==> src/rtl/cgate_pkg.sv <==
// Shared types and helpers for the A&(B|C) complex-gate stimulus/check stage.
// Holds the FSM encoding, vector bit positions and the expected-value function.
package cgate_pkg;

    localparam int SETTLE_DEF = 2;

    // Vector index bit that drives each cell input; A toggles fastest.
    localparam int BIT_A = 0;
    localparam int BIT_C = 1;
    localparam int BIT_B = 2;

    typedef enum logic [1:0] {
        IDLE = 2'd0,
        HOLD = 2'd1,
        DONE = 2'd2
    } cgate_state_e;

    function automatic logic exp_abc(input logic [2:0] idx);
        return idx[BIT_A] & (idx[BIT_B] | idx[BIT_C]);
    endfunction

endpackage

==> src/rtl/cgate_dwell_timer.sv <==
// Dwell timer: clamps the requested dwell to SETTLE+1, latches it at load and
// down-counts each held vector, strobing last_cycle on the final hold cycle.
module cgate_dwell_timer
    import cgate_pkg::*;
#(
    parameter int DWELL_W = 8,
    parameter int SETTLE  = SETTLE_DEF
) (
    input  logic               clk,
    input  logic               rst_n,
    input  logic               load,
    input  logic               run,
    input  logic [DWELL_W-1:0] dwell,
    output logic               last_cycle
);

    localparam logic [DWELL_W-1:0] MIN_D = DWELL_W'(SETTLE + 1);

    logic [DWELL_W-1:0] dwell_eff;
    logic [DWELL_W-1:0] d_lat;
    logic [DWELL_W-1:0] cnt;

    assign dwell_eff  = (dwell < MIN_D) ? MIN_D : dwell;
    assign last_cycle = run && (cnt == '0);

    // Counter holds "cycles remaining after this one"; it reloads on the last cycle.
    always_ff @(posedge clk or negedge rst_n) begin
        if (!rst_n) begin
            d_lat <= '0;
            cnt   <= '0;
        end else if (load) begin
            d_lat <= dwell_eff;
            cnt   <= dwell_eff - 1'b1;
        end else if (run) begin
            if (cnt == '0) begin
                cnt <= d_lat - 1'b1;
            end else begin
                cnt <= cnt - 1'b1;
            end
        end
    end

endmodule

==> config.mk <==
export PLATFORM = sky130hd
export DESIGN_NAME = cgate_dwell_timer
export DESIGN_NICKNAME = d
export VERILOG_FILES = /design/src/rtl/cgate_pkg.sv /design/src/rtl/cgate_dwell_timer.sv
export SDC_FILE = /design/constraint.sdc
export NUM_CORES = 1
export LEC_CHECK = 0
export CORE_MARGIN = 10
export CORE_UTILIZATION = 50
export CTS_CLUSTER_DIAMETER = 200
export DETAILED_ROUTE_END_ITERATION = 8
export HOLD_SLACK_MARGIN = 0.1
export PLACE_DENSITY = 0.73
export SYNTH_ARGS = -nofsm -noshare
export SYNTH_HDL_FRONTEND = slang
export SYNTH_SLANG_ARGS = --single-unit
export TNS_END_PERCENT = 100
==> constraint.sdc <==
create_clock -name clk -period 3.15 [get_ports clk]
set_input_delay 0.63 -clock clk [delete_from_list [all_inputs] [get_ports clk]]
set_output_delay 0.63 -clock clk [all_outputs]
set_load 0.01 [all_outputs]
== Word level (Yosys, flattened, before mapping) ==
Cells that the tools add are included.

* Bits of input ports: 12
* Output and inout port bits: 1
* Word-level logic and storage cells: 13
* Bits in registers: 16

* Reductions and logical operators: 3
* Add/sub/neg operators: 3
* $lt $le $gt $ge: 1
* Mux-type cells: 4

{| class="wikitable"
|+ Operators by type and width
! cell !! number
|-
| 8-bit 2-to-1 mux || 4
|-
| 8-bit by 1-bit subtractor with 8-bit output, second input constant || 3
|-
| 8-bit zero test || 1
|-
| 8-bit by 2-bit less-than comparator with 1-bit output, second input constant || 1
|-
| 2-bit nonzero test || 1
|-
| 1-bit logical AND || 1
|}

== Depth between registers and ports, before layout ==
Gate-level depths: netlist (run 1).

* Depth after elaboration: 4
* Mapped depth: 9
* Depth with buffers taken out: 8

== Least setup slack after synthesis (run 1) ==
Ideal clock, no wire load.

* Path kind: input-to-reg
* Start point: input port load
* End point: register cnt[4]
* Required time: 3.068 ns
* Setup slack: 0.883 ns
* Stages: 9
* Library setup time: 0.082 ns
* Data arrival time: 2.185 ns
* Cells stage by stage: buf_2 > mux2_2 > a21oi_2 > o21ai_0 > inv_1 > ha_1 > o21ai_0 > or3_1 > a31oi_1

* Cells in the longest elaborated chain, start to end: 1

{| class="wikitable"
|+ RTL lines
! item !! RTL line !! source
|-
| start, declared || cgate_dwell_timer.sv:11 || <nowiki>input logic load,</nowiki>
|-
| 8-bit 2-to-1 mux or 2-bit nonzero test (tied branches) || n/a ||
|-
| end signal, assigned || cgate_dwell_timer.sv:33 || <nowiki>cnt <= dwell_eff - 1'b1;</nowiki>
|-
| end signal, assigned || cgate_dwell_timer.sv:36 || <nowiki>cnt <= d_lat - 1'b1;</nowiki>
|-
| end signal, assigned || cgate_dwell_timer.sv:38 || <nowiki>cnt <= cnt - 1'b1;</nowiki>
|-
| end, declared || cgate_dwell_timer.sv:21 || <nowiki>logic [DWELL_W-1:0] cnt;</nowiki>
|}

Parallel ways exist; a longest one is shown, timed or not.
A chain may end at the register's enable or synchronous reset.

== Final worst setup path (run 1) ==
* Start point: register cnt[7]
* End point: output port last_cycle

* Cells in the longest elaborated chain, start to end: 2

{| class="wikitable"
|+ RTL lines
! item !! RTL line !! source
|-
| 8-bit zero test || cgate_dwell_timer.sv:24 || <nowiki>assign last_cycle = run && (cnt == '0);</nowiki>
|-
| 1-bit logical AND || cgate_dwell_timer.sv:24 ||
|-
| end, declared || cgate_dwell_timer.sv:14 || <nowiki>output logic last_cycle</nowiki>
|}

No other way between the ends.

==> flow_summary.ini, run 1 <==
[status]
status = completed

[global_routing]
grt_max_degree = 17
grt_overflow_total = 0
antenna_found_initial = 0
grt_usage = 0.118
grt_pass1_vias = 866
grt_pass1_wl_um = 3900

[critical_path]
cp_max_fo = 6
path_class = flop to output port
end_kind = output port
r2r_cells = 8
worst_setup_path_start_kind = flop
crit_arrival_ns = 2.01
timing.rr.start = cnt[7]
reg2reg_slack_ns = 1.03
worstPathRequired_ns = 2.52
r2r-end = cnt[4]
startpoint = cnt[7]

[min_path]
min_to = d_lat[5]
holdPathStages = 1
worstHoldStart = d_lat[5]
hp-class = flop to flop

[timing]
slew_violations = 0
hold_ws_ns = 0.514
fin_skew_ns = 0.00508
fin_setup_tns_ns = 0
max_freq_ghz = 0.378
setup_viol = 0
slew_headroom = 0.527
fin_crit_ns = 2.64
rsz0062_at_grt = no
tightest_slew_ns = 0.708
hold_viol = 0
fin_crit_sh = 0.839

[clock_tree]
clock_sinks = 16
cts_buffers = 3
post_cts_resized = 0
ctsLongestPathBuffers = 2
htree_levels = 1
cts_tree = done
root_buffer = clkbuf_4
holdBufCountCts = 0
clkLatencyLatePin_ns = 0.30
clk_pin_slew_ns = 0.10
cts_setup_buffers = 0

[route]
drc = 0
wire_per_inst_um = 15.2
first_pass_iters = 4
drt-initial-drc-count = 32
viasPerCell = 5.54
postRouteAntennaNets = 0
num_vias = 825
routed_wl_um = 2260

[yosys]
yosys.area_share.adder = 0.0122
synthXorXnorAreaFrac = 0.0426
syn_inst = 108
synthTopCellsByArea = dfrtp_1, mux2_2, a21oi_1
syn_nets = 121
synth-seq-cells = 16
synth_mux_area_frac = 0.0645
synth_area_mm2 = 0.00103
synthSimpleGateAreaFrac = 0.224
synth_flop_cell = dfrtp_1
synth_top_area_frac = 0.389
synth.distinct_cells = 36
ys_seq_area_frac = 0.389
async_flop_share = 1.00
yosys_warnings = 0
synth_edf_count = 0
yosysTopAreaCell = dfrtp_1
syn_avg_cell_area_um2 = 9.52
synth_compound_area_frac = 0.214
synth_top_family_by_area = simple AND/OR/NAND/NOR gates

[finish]
n_antenna_cell = 0
fin_cells = 149
final_area_mm2 = 0.00121
layout_common_cells = dfrtp_1, nor2_1, clkdlybuf4s50_1
area_growth_syn_to_layout_pct = 17.9
fin_nets = 136
final_layout_size_suffix_gt1_frac = 0.213
final_common_cell = dfrtp_1

[floorplan]
fp.dieW_um = 65.4
rows = 16
coreArea_mm2 = 0.00196
die_area_mm2 = 0.00427
start_util = 0.524
ios = 13
dieHeight_um = 65.4

[pwr]
max-vdd-ir-drop_uv = 369
power_w = 0.000563
p_leak_nw = 0.469
power_density_mw_per_mm2 = 464

[placed_design]
dpl_cell_area_mm2 = 0.00118
place_congestion = 0.862
placed_cells_incl_taps = 145
port_buffers = 12
dpl.hpwl_um = 1710

[flow_run]
maxCapViolCount = 0
-- through the flow --
| step | setup slack (ns) | utilization |
|---|---|---|
| 2_1_floorplan | 0.883 | - |
| 3_3_place_gp | 0.343 | 0.599 |
| 3_5_place_dp | 0.311 | 0.599 |
| 4_1_cts | 0.481 | 0.618 |
| 5_1_grt | 0.375 | 0.618 |
| 6_report | 0.506 | 0.618 |
-- state kept, by name (all words and copies together), names as in the netlist --
| register | cells |
|---|---|
| d_lat | 8 |
| cnt | 8 |
-- layout make-up --
| class | instances | area [um^2] |
|---|---|---|
| timing repair buffer | 15 | 143 |
| tap | 27 | 33.8 |
| sequential | 16 | 400 |
| multi-input combinational | 80 | 573 |
| clock buffer | 4 | 36.3 |
| fill | 172 | 749 |
| inverter | 7 | 26.3 |
-- worst max path at each step --
stage	endpoint	depth (start not counted)
floorplan	cnt[4]	9
global placement	cnt[4]	9
detailed placement	cnt[4]	9
CTS	last_cycle	3
global route	last_cycle	3
finish	last_cycle	3
-- layer usage --
layer,GRT usage,part of all wire
met3,0.0458,0.068
met4,0.0695,0.030
met1,0.134,0.47
met2,0.183,0.43
met5,0,0
-- report_power, final --
| group | internal [W] | switching, W |
|---|---|---|
| Combinational | 0.0000713 | 0.0000740 |
| Clock | 0.0000706 | 0.0000718 |
| Sequential | 0.000236 | 0.0000391 |
| Total | 0.000378 | 0.000185 |
-- cells in the mapped netlist (2+ instances only) --
cell type  number
o221ai_2        2
a21oi_1        10
o21ai_0         8
nand2b_1        2
nor4_2          2
inv_1           7
dfrtp_1        16
xnor2_1         5
clkbuf_1        2
nor3_1          3
nor2_1         12
nand3_1         2
nand2_1         6
mux2_2          5
a311oi_2        2
nor2b_1         3
buf_2           2
-- critical path, cell delays in order, from the launching register on --
cell and delay (ns):
dfrtp_1 0.45, nor4_4 0.48, and3_2 0.25, clkdlybuf4s50_1 0.53
-- kinds of logic (layout without fill, tap and decap cells) --
logic type                 Yosys count  in the layout
buffers and inverters               12             26
and+or+nand+nor                     38             38
xor gates and xnor gates             5              5
muxes                                6              6
AOI/OAI and AO/OA                   30             30
adders and majority gates            1              1
DFF                                 16             16
Note: power is estimated with default switching activity, not from simulation.
==> run 2, diff against run 1 <==
==> constraint.sdc (replaced) <==
create_clock -name clk -period 2.75 [get_ports clk]
set_input_delay 0.55 -clock clk [delete_from_list [all_inputs] [get_ports clk]]
set_output_delay 0.55 -clock clk [all_outputs]
set_load 0.01 [all_outputs]
==> run 2 against run 1 <==
Net effect:
- final cell count grew 1.3%
- wire length grew 2.1%
- setup slack lost 0.31 ns
- via count grew 7.5%
- highest routed layer unchanged
- critical path type unchanged
- global-route usage shrank 0.24 points
==> flow_summary.ini, run 2 (synthesis results as in run 1) <==
[clock_tree]
cts_tree = done
post_cts_resized = 0
clock_sinks = 16
cts_buffers = 3
cts_setup_buffers = 0
ctsLongestPathBuffers = 2
holdBufCountCts = 0
clk_pin_slew_ns = 0.10
clkLatencyLatePin_ns = 0.29
htree_levels = 1
root_buffer = clkbuf_4

[pwr]
p_sw_frac = 0.327
pwr-share-seq = 0.487
max-vdd-ir-drop_uv = 310
pwr-share-clk = 0.247
p_int_w = 0.000436
p_sw_w = 0.000212
power_density_mw_per_mm2 = 528
p_comb_frac = 0.266
p_leak_nw = 0.478

[placed_design]
port_buffers = 12
place_congestion = 0.868
dpl.hpwl_um = 1810
dpl_cell_area_mm2 = 0.00119

[timing]
fin_crit_ns = 2.55
fin_skew_ns = 0.000834
slew_violations = 0
tightest_slew_ns = 0.726
max_freq_ghz = 0.392
setup_viol = 0
slew_headroom = 0.514
rsz0062_at_grt = no
fin_setup_tns_ns = 0
hold_viol = 0
fin_crit_sh = 0.927

[global_routing]
antenna_found_initial = 0
grt_usage = 0.115
grt_overflow_total = 0
grt_pass1_wl_um = 3930
grt_max_degree = 17
grt_pass1_vias = 872

[flow_run]
maxCapViolCount = 0

[finish]
nFillCells = 191
n_antenna_cell = 0
layout_common_cells = dfrtp_1, nor2_1, clkdlybuf4s50_1
final_common_cell = dfrtp_1
final_layout_size_suffix_gt1_frac = 0.226
final_area_mm2 = 0.00123
fin_nets = 138
fin_util = 0.626
area_growth_syn_to_layout_pct = 19.3
largest_registers = cnt x8, d_lat x8

[critical_path]
worst_setup_path_start_kind = flop
path_cells = nor4_4 -> and3_2 -> clkdlybuf4s50_1
slowest_delay_ns = 0.53
end_kind = output port
cp_max_fo = 6
worstPathRequired_ns = 2.20
crit_arrival_ns = 2.00
slowest_stage = clkdlybuf4s50_1
path_class = flop to output port

[route]
postRouteAntennaNets = 0
routed_wl_um = 2310
drt-initial-drc-count = 38
drt-met1-wl_um = 1030
drc = 0
highest_layer = met4
wire_per_inst_um = 15.3
wl_met2_um = 1020
wl_met3_um = 210
num_vias = 887
first_pass_iters = 4
viasPerCell = 5.87

[floorplan]
die_area_mm2 = 0.00427
fp.dieW_um = 65.4
rows = 16
start_util = 0.524
ios = 13
coreArea_mm2 = 0.00196
dieHeight_um = 65.4

[status]
status = completed

[min_path]
hp-class = flop to flop
run 2: cell count changes in the layout (fill, tap and decap cells not counted):
cell / before / now
buf_4: 3 / 5
run 2: final timing paths:
kind / start / endpoint / slack, ns / cells after the start
setup / recovery: cnt[6] / last_cycle / 0.20 / 3
hold / removal: d_lat[0] / d_lat[0] / 0.51 / 2
setup reg to reg: cnt[6] / cnt[6] / 0.60 / 8
hold reg to reg: d_lat[0] / d_lat[0] / 0.51 / 2
max in group asynchronous: rst_n / d_lat[6] / 1.62 / 1
min in group asynchronous: rst_n / d_lat[3] / 0.68 / 1
run 2: per-layer routing:
layer  global-route usage  vias to the layer above
li1                     -                      417
met5                    0                        -
met2                0.180                       42
met1                0.146                      418
met4               0.0481                        0
met3               0.0305                       10
run 2: critical path, delay by kind of cell, from the launching register on:
| kind | cells | cell delay, ns |
|---|---|---|
| buf+inv | 1 | 0.53 |
| simple gates | 2 | 0.70 |
| flops | 1 | 0.47 |
run 2: final cells by class:
class	count	area, um^2	share of cell area
well taps	27	33.8	0.0275
inverters	7	26.3	0.0214
repair buffers	17	158	0.128
clock buffers	4	36.3	0.0296
multi-input cells	80	573	0.467
flip-flops and latches	16	400	0.326
run 2: metrics by stage:
step                power [W]  setup slack (ns)  std cells  hold WS (ns)
CTS                  0.000647             0.209        151         0.510
detailed placement   0.000492            0.0147        147         0.488
global placement     0.000484             0.100        147         0.486
finish               0.000648             0.201        151         0.507
floorplan            0.000429             0.563        108         0.254
global route         0.000690             0.122        151         0.523
run 2: power groups by stage:
stage / sequential [W] / clock (W) / combinational, W
finish: 0.000315 / 0.000160 / 0.000173
global route: 0.000322 / 0.000176 / 0.000192
global placement: 0.000316 / 0 / 0.000168
floorplan: 0.000307 / 0 / 0.000122
CTS: 0.000314 / 0.000160 / 0.000173
detailed placement: 0.000319 / 0 / 0.000172
==> run 3, diff against run 2 <==
--- a/config.mk
+++ b/config.mk
@@ -5,12 +5,14 @@
 export SDC_FILE = /design/constraint.sdc
 export NUM_CORES = 1
 export LEC_CHECK = 0
+export CAP_MARGIN = 40
 export CORE_MARGIN = 10
 export CORE_UTILIZATION = 50
 export CTS_CLUSTER_DIAMETER = 200
 export DETAILED_ROUTE_END_ITERATION = 8
 export HOLD_SLACK_MARGIN = 0.1
 export PLACE_DENSITY = 0.73
+export SLEW_MARGIN = 20
 export SYNTH_ARGS = -nofsm -noshare
 export SYNTH_HDL_FRONTEND = slang
 export SYNTH_SLANG_ARGS = --single-unit
==> results of run 3 <==
No change in the layout: final DEF, timing and power equal those of run 2.
